`config.mk`:
```
export PLATFORM = sky130hd
export DESIGN_NAME = triumph_wb_arbiter
export DESIGN_NICKNAME = d
export VERILOG_FILES = /design/src/rtl/triumph_wb_arbiter.sv
export SDC_FILE = /design/constraint.sdc
export NUM_CORES = 1
export LEC_CHECK = 0
export BUFFER_PORTS_ARGS = -buffer_cell sky130_fd_sc_hd__buf_2
export CORE_ASPECT_RATIO = 0.8
export CORE_UTILIZATION = 40
export DETAILED_ROUTE_END_ITERATION = 10
export PLACE_DENSITY = 0.74
export SLEW_MARGIN = 20
export SYNTH_ARGS = -nofsm -noshare
export SYNTH_HDL_FRONTEND = slang
export SYNTH_SLANG_ARGS = --single-unit
```
`constraint.sdc`:
```
create_clock -name clk_i -period 3.2 [get_ports clk_i]
set_input_delay 0.64 -clock clk_i [delete_from_list [all_inputs] [get_ports clk_i]]
set_output_delay 0.64 -clock clk_i [all_outputs]
set_load 0.02 [all_outputs]
```
`src/rtl/triumph_wb_arbiter.sv`:
```
// Register-file write-port arbiter: shares one write port between the ALU (EX)
// and the load unit (LSU). LSU wins conflicts unless EX has been starved too long.
module triumph_wb_arbiter #(
  parameter int unsigned STARVE_LIMIT = 3
) (
  input  logic        clk_i,
  input  logic        rst_i,
  input  logic        ex_valid_i,
  input  logic [4:0]  ex_addr_i,
  input  logic [31:0] ex_data_i,
  output logic        ex_ready_o,
  input  logic        lsu_valid_i,
  input  logic [4:0]  lsu_addr_i,
  input  logic [31:0] lsu_data_i,
  output logic        lsu_ready_o,
  output logic        rf_we_o,
  output logic [4:0]  rf_waddr_o,
  output logic [31:0] rf_wdata_o,
  output logic        rf_src_o,
  output logic [2:0]  starve_cnt_o
);

  localparam logic [2:0] LIMIT = 3'(STARVE_LIMIT);

  // Saturating increment keeps the loss count from ever passing LIMIT.
  function automatic logic [2:0] sat_inc(input logic [2:0] v);
    return (v >= LIMIT) ? LIMIT : v + 3'd1;
  endfunction

  logic [2:0]  starve_q, starve_d;
  logic        we_q, we_d;
  logic [4:0]  waddr_q, waddr_d;
  logic [31:0] wdata_q, wdata_d;
  logic        src_q, src_d;
  logic        ex_grant, lsu_grant;
  logic        starved;

  assign starved = (starve_q == LIMIT);

  // Grant decision looks only at the valids and the loss count, never at payload.
  always_comb begin
    ex_grant  = 1'b0;
    lsu_grant = 1'b0;
    if (!rst_i) begin
      ex_grant  = ex_valid_i && (!lsu_valid_i || starved);
      lsu_grant = lsu_valid_i && !ex_grant;
    end
  end

  assign ex_ready_o  = ex_grant;
  assign lsu_ready_o = lsu_grant;

  always_comb begin
    starve_d = 3'd0;
    if (ex_valid_i && lsu_valid_i && !ex_grant) begin
      starve_d = sat_inc(starve_q);
    end
  end

  // Writes to x0 are accepted but suppressed at the enable; payload still updates.
  always_comb begin
    we_d    = 1'b0;
    waddr_d = waddr_q;
    wdata_d = wdata_q;
    src_d   = src_q;
    if (ex_grant) begin
      we_d    = (ex_addr_i != 5'd0);
      waddr_d = ex_addr_i;
      wdata_d = ex_data_i;
      src_d   = 1'b0;
    end else if (lsu_grant) begin
      we_d    = (lsu_addr_i != 5'd0);
      waddr_d = lsu_addr_i;
      wdata_d = lsu_data_i;
      src_d   = 1'b1;
    end
  end

  always_ff @(posedge clk_i or posedge rst_i) begin
    if (rst_i) begin
      starve_q <= 3'd0;
      we_q     <= 1'b0;
      waddr_q  <= 5'd0;
      wdata_q  <= 32'd0;
      src_q    <= 1'b0;
    end else begin
      starve_q <= starve_d;
      we_q     <= we_d;
      waddr_q  <= waddr_d;
      wdata_q  <= wdata_d;
      src_q    <= src_d;
    end
  end

  assign rf_we_o      = we_q;
  assign rf_waddr_o   = waddr_q;
  assign rf_wdata_o   = wdata_q;
  assign rf_src_o     = src_q;
  assign starve_cnt_o = starve_q;

endmodule

```
* After elaboration in Yosys (flattened, before gate mapping)
Cells that the tools add are included.
** Word-level totals
- Register bits after elaboration :: 42
- Bits in latches :: 0
- RAM bits :: 0
- ROM bits :: 0
- Bits of input ports :: 78
- Word-level logic and storage cells :: 31
- Memories kept :: 0
** Operators by class
- Add/sub/neg operators :: 1
- $mul :: 0
- Divide/modulo/power cells :: 0
- Magnitude comparators :: 1
- Equality and inequality tests :: 1
- Shift-type cells :: 0
- Mux-type cells :: 12
- Bitwise logic cells :: 0
- Reductions and logical operators :: 11
** Operators with widths (count)
- $mux W32 :: 2
- $mux W5 :: 2
- $reduce_bool A5 Y1 :: 2
- $mux W1 :: 6
- $mux W3 :: 2
- $logic_and A1 B1 Y1 :: 4
- $add A3 B1 Y3 const B :: 1
- $eq A3 B2 Y1 const B :: 1
- $ge A3 B2 Y1 const B :: 1
- $logic_not A1 Y1 :: 3
- $reduce_bool A2 Y1 :: 1
- $logic_or A1 B1 Y1 :: 1

* Logic depth before layout (Yosys ltp)
- Word-level depth :: 8
- Depth in mapped cells :: 5
- Gate-level depth less buffers :: 5

* Worst setup path after synthesis
No wires, ideal clock.
- Path kind :: input port to output port
- Start point :: input port rst_i
- End point :: output port ex_ready_o
- Data arrival time :: 2259 ps
- Slack :: 301 ps
- Stages :: 4
- Path buffers :: 1
- Path through :: inv_1 -> o211ai_1 -> buf_2 -> inv_1
** Between the ends
- Word-level cells in the longest chain between the ends :: 1
** RTL lines
- start: declaration :: RTL line 7 : input logic rst_i,
- $mux W1 :: RTL line 44 : if (!rst_i) begin
- end: declaration :: RTL line 11 : output logic ex_ready_o,
Every way passes these cells.

* Final worst setup path
- Start point :: register starve_q[0], in the netlist starve_cnt_o[0]
- End point :: output port ex_ready_o
** Between the ends
- Word-level cells in the longest chain between the ends :: 4
** RTL lines
- start: declaration :: RTL line 30 : logic [2:0] starve_q, starve_d;
- start signal: assignment :: RTL line 87 : starve_q <= starve_d;
- $eq A3 B2 Y1 :: RTL line 38 : assign starved = (starve_q == LIMIT);
- $logic_or A1 B1 Y1 :: RTL line 45 : ex_grant = ex_valid_i && (!lsu_valid_i || starved);
- $logic_and A1 B1 Y1 :: RTL line 45
- $mux W1 :: RTL line 44
Every way passes these cells.

==> summary.txt <==
Routability cong.: 0.711
FMAX: 0.397 GHz
Worst reg2reg endpoint: rf_wdata_o[12]$_DFFE_PP0P_
Total power: 1.45 mW
Via count: 1,621
Clock root cell: clkbuf_8
Finished Layout Cells: 335
Share of layout cells above drive strength 1: 76.6%
Die X-Extent: 84.0 um
Final #Nets: 353
GR Util met2: 27.8%
Antenna Nets Post-Route: 0
Synthesis-to-layout area growth: 34.7%
GR Util met1: 21.2%
Maximum vdd ir drop: 0.000318 V
Worst-path clk slew: 0.07 ns
Worst reg2reg path startpoint: starve_cnt_o[0]$_DFF_PP0_
Status: finished with violations
Pre-antenna DRT Iters: 7
Critical path arrival: 1.88 ns
Met3 Usage GRT: 7.09%
Synth Instances: 148
Hold Crit Class: reg -> reg
Placed instance count: 328
Largest net degree at the start of global routing: 43
Flop pwr share: 45.3%
Cell with the most instances after synthesis: mux2_2
Post-synthesis sequential area ratio: 48.9%
Tmin final: 2.52 ns
Yosys warns: 0
Antenna violations before repair: 0
Number of synthesized flops with an enable pin: 0
Most used cell, CP: ha_1
Switching power: 443 uW
Syn Area/Cell: 14.5 sq um
Crit Path Class: reg -> out
Async SR Flop Fraction: 100%
Synth cell count leaders: mux2_2, dfrtp_1, mux2_4
CTS tree: built
RSZ-0062 raised after global routing: false
Slew @ Worst Pin: 0.540 ns
CTS max path bufs: 2
Yosys top cell area share: 48.9%
Crit-path max FO: 14
Max stage delay on crit path: 0.41 ns
Family with the most delay on the worst path: buffers and inverters
Worst EP required: 2.56 ns
Final HPWL DP: 3.63 mm
Slew headroom: 64.0%
Combinational power share: 32.6%
FF+latch count, synth: 42
Clk sinks: 42
Post-Syn Nets: 228
Via-per-instance ratio: 4.84
DRT iter0 DRCs: 63
Synth area leaders: dfrtp_1, mux2_2, mux2_4
Switching share of power: 30.7%
Clock power share: 22.1%
Critical Path Sink: ex_ready_o
GR peak layer: met2
Insertion delay of the later-clocked pin in the worst-skew pair: 0.28 ns
CP Capture Type: output port
Buffers & Inverters on Critical Path: 3
Worst reg2reg path depth: 5
Initial Util: 42.2%
Vias in the first global route: 1,660
Die ar.: 0.00568 sq mm
Rows: 23
First-pass GRT wire length: 7.48 mm
IO Pins: 122
Crit path launch: starve_cnt_o[0]$_DFF_PP0_
Yosys cell types: 18
Largest area contributor in the synthesized netlist: dfrtp_1
Post-Syn Area: 0.00215 sq mm
Hold_buf cts: 0
Final setup fails: 0
CORE AREA: 0.00509 sq mm
Die Ht: 67.6 um
Final hold vios: 0
Violated checks: DRC
Crit-path slowest cell: dfrtp_1
Total GRT Usage: 17.3%
Setup TNS: 0 ns
Crit-path cells: ha_1 > ha_1 > o211ai_1 > buf_4 > inv_1 > buf_2
Critical path depth in cells: 6
Drt drc: 16
GRT overflow: 0
CTS buffer count: 5
Max H-tree Level: 2
Drt total wl: 4.82 mm
Period Utilization, post-route: 78.7%
Leakage: 1.49 nW
Antenna cells: 0
Max Slew Vio Count: 0
Post-CTS Resized: 0
Crit path launch type: flop
Power Internal: 1.00 mW
Setup Fix Bufs, Post-CTS: 0
Power Dens Cells: 499 mW/mm^2
Max Cap Violations: 0
Skew final: 0.00577 ns
WL per Instance: 14.4 um
Ys flop type: dfrtp_1
Worst reg2reg setup slack: 1.24 ns
Port bufs: 121
-- worst register-to-register path: stages, from the launching register on --
cell      delay (ns)
dfrtp_1         0.41
ha_1            0.21
ha_1            0.23
o211ai_1        0.24
buf_4           0.37
mux2_2          0.39
-- cell usage in the layout (no fill, tap or decap) --
master / instances
clkbuf_8: 5
a21boi_1: 1
a211o_1: 1
buf_2: 121
inv_2: 1
or4_1: 1
nor3_1: 2
o2bb2ai_1: 1
nor4b_1: 1
o211ai_1: 2
clkinv_2: 2
nor2b_4: 1
mux2_4: 16
mux2_2: 58
buf_4: 5
nor2_1: 5
dfrtp_1: 42
inv_1: 4
nand2_1: 1
o21a_1: 1
ha_1: 2
-- cell type report --
cell class / instances / area (sq um)
fill: 471 / 2200
sequential: 42 / 1050
multi-input combinational: 93 / 1030
timing repair buffer: 126 / 643
tap: 62 / 77.6
clock buffer: 5 / 68.8
inverter: 5 / 18.8
clock inverter: 2 / 10.0
-- worst min path at each step --
stage | cells past startpoint | end | startpoint
3_5_place_dp | 1 | rf_src_o$_DFFE_PP0P_ | rf_src_o$_DFFE_PP0P_
3_3_place_gp | 1 | rf_src_o$_DFFE_PP0P_ | rf_src_o$_DFFE_PP0P_
4_1_cts | 1 | rf_src_o$_DFFE_PP0P_ | rf_src_o$_DFFE_PP0P_
5_1_grt | 1 | rf_src_o$_DFFE_PP0P_ | rf_src_o$_DFFE_PP0P_
6_report | 1 | rf_src_o$_DFFE_PP0P_ | rf_src_o$_DFFE_PP0P_
2_1_floorplan | 1 | rf_src_o$_DFFE_PP0P_ | rf_src_o$_DFFE_PP0P_
-- sequential cells by signal (all words and copies together), names as in the netlist --
| signal | count |
|---|---|
| starve_cnt_o | 3 |
| rf_we_o | 1 |
| rf_waddr_o | 5 |
| rf_src_o | 1 |
| rf_wdata_o | 32 |
-- power groups by stage --
stage	Clock (mW)	Sequential (mW)	Combinational [mW]
global placement	0	0.659	0.467
global route	0.357	0.666	0.505
CTS	0.335	0.656	0.476
floorplan	0	0.770	0.203
detailed placement	0	0.665	0.475
finish	0.320	0.655	0.471
-- layer usage --
metal,vias to the layer above,share of wire [%],wire length [um]
met5,-,0,0
met4,0,1.5,74
met3,6,10,484
met2,83,46,2210
met1,753,43,2050
li1,779,-,-
-- logic make-up after synthesis --
kind of cell               synth area share, %
muxes                                     41.5
DFF                                       48.9
buffers and inverters                     3.32
and+or+nand+nor                           2.91
AOI/OAI and AO/OA                         2.21
adders and majority gates                 1.16
-- metrics by stage --
step | hold slack, ns | instance area [sq um] | util, % | setup slack (ns)
after CTS | 0.493 | 2900 | 56.9 | 0.660
after floorplan | 0.609 | 2150 | - | 0.301
final | 0.490 | 2900 | 56.9 | 0.680
after detailed placement | 0.475 | 2820 | 55.3 | 0.981
after global placement | 0.472 | 2820 | 55.3 | 1.03
after global routing | 0.514 | 2900 | 56.9 | 0.524
Note: power is estimated with default switching activity, not from simulation.
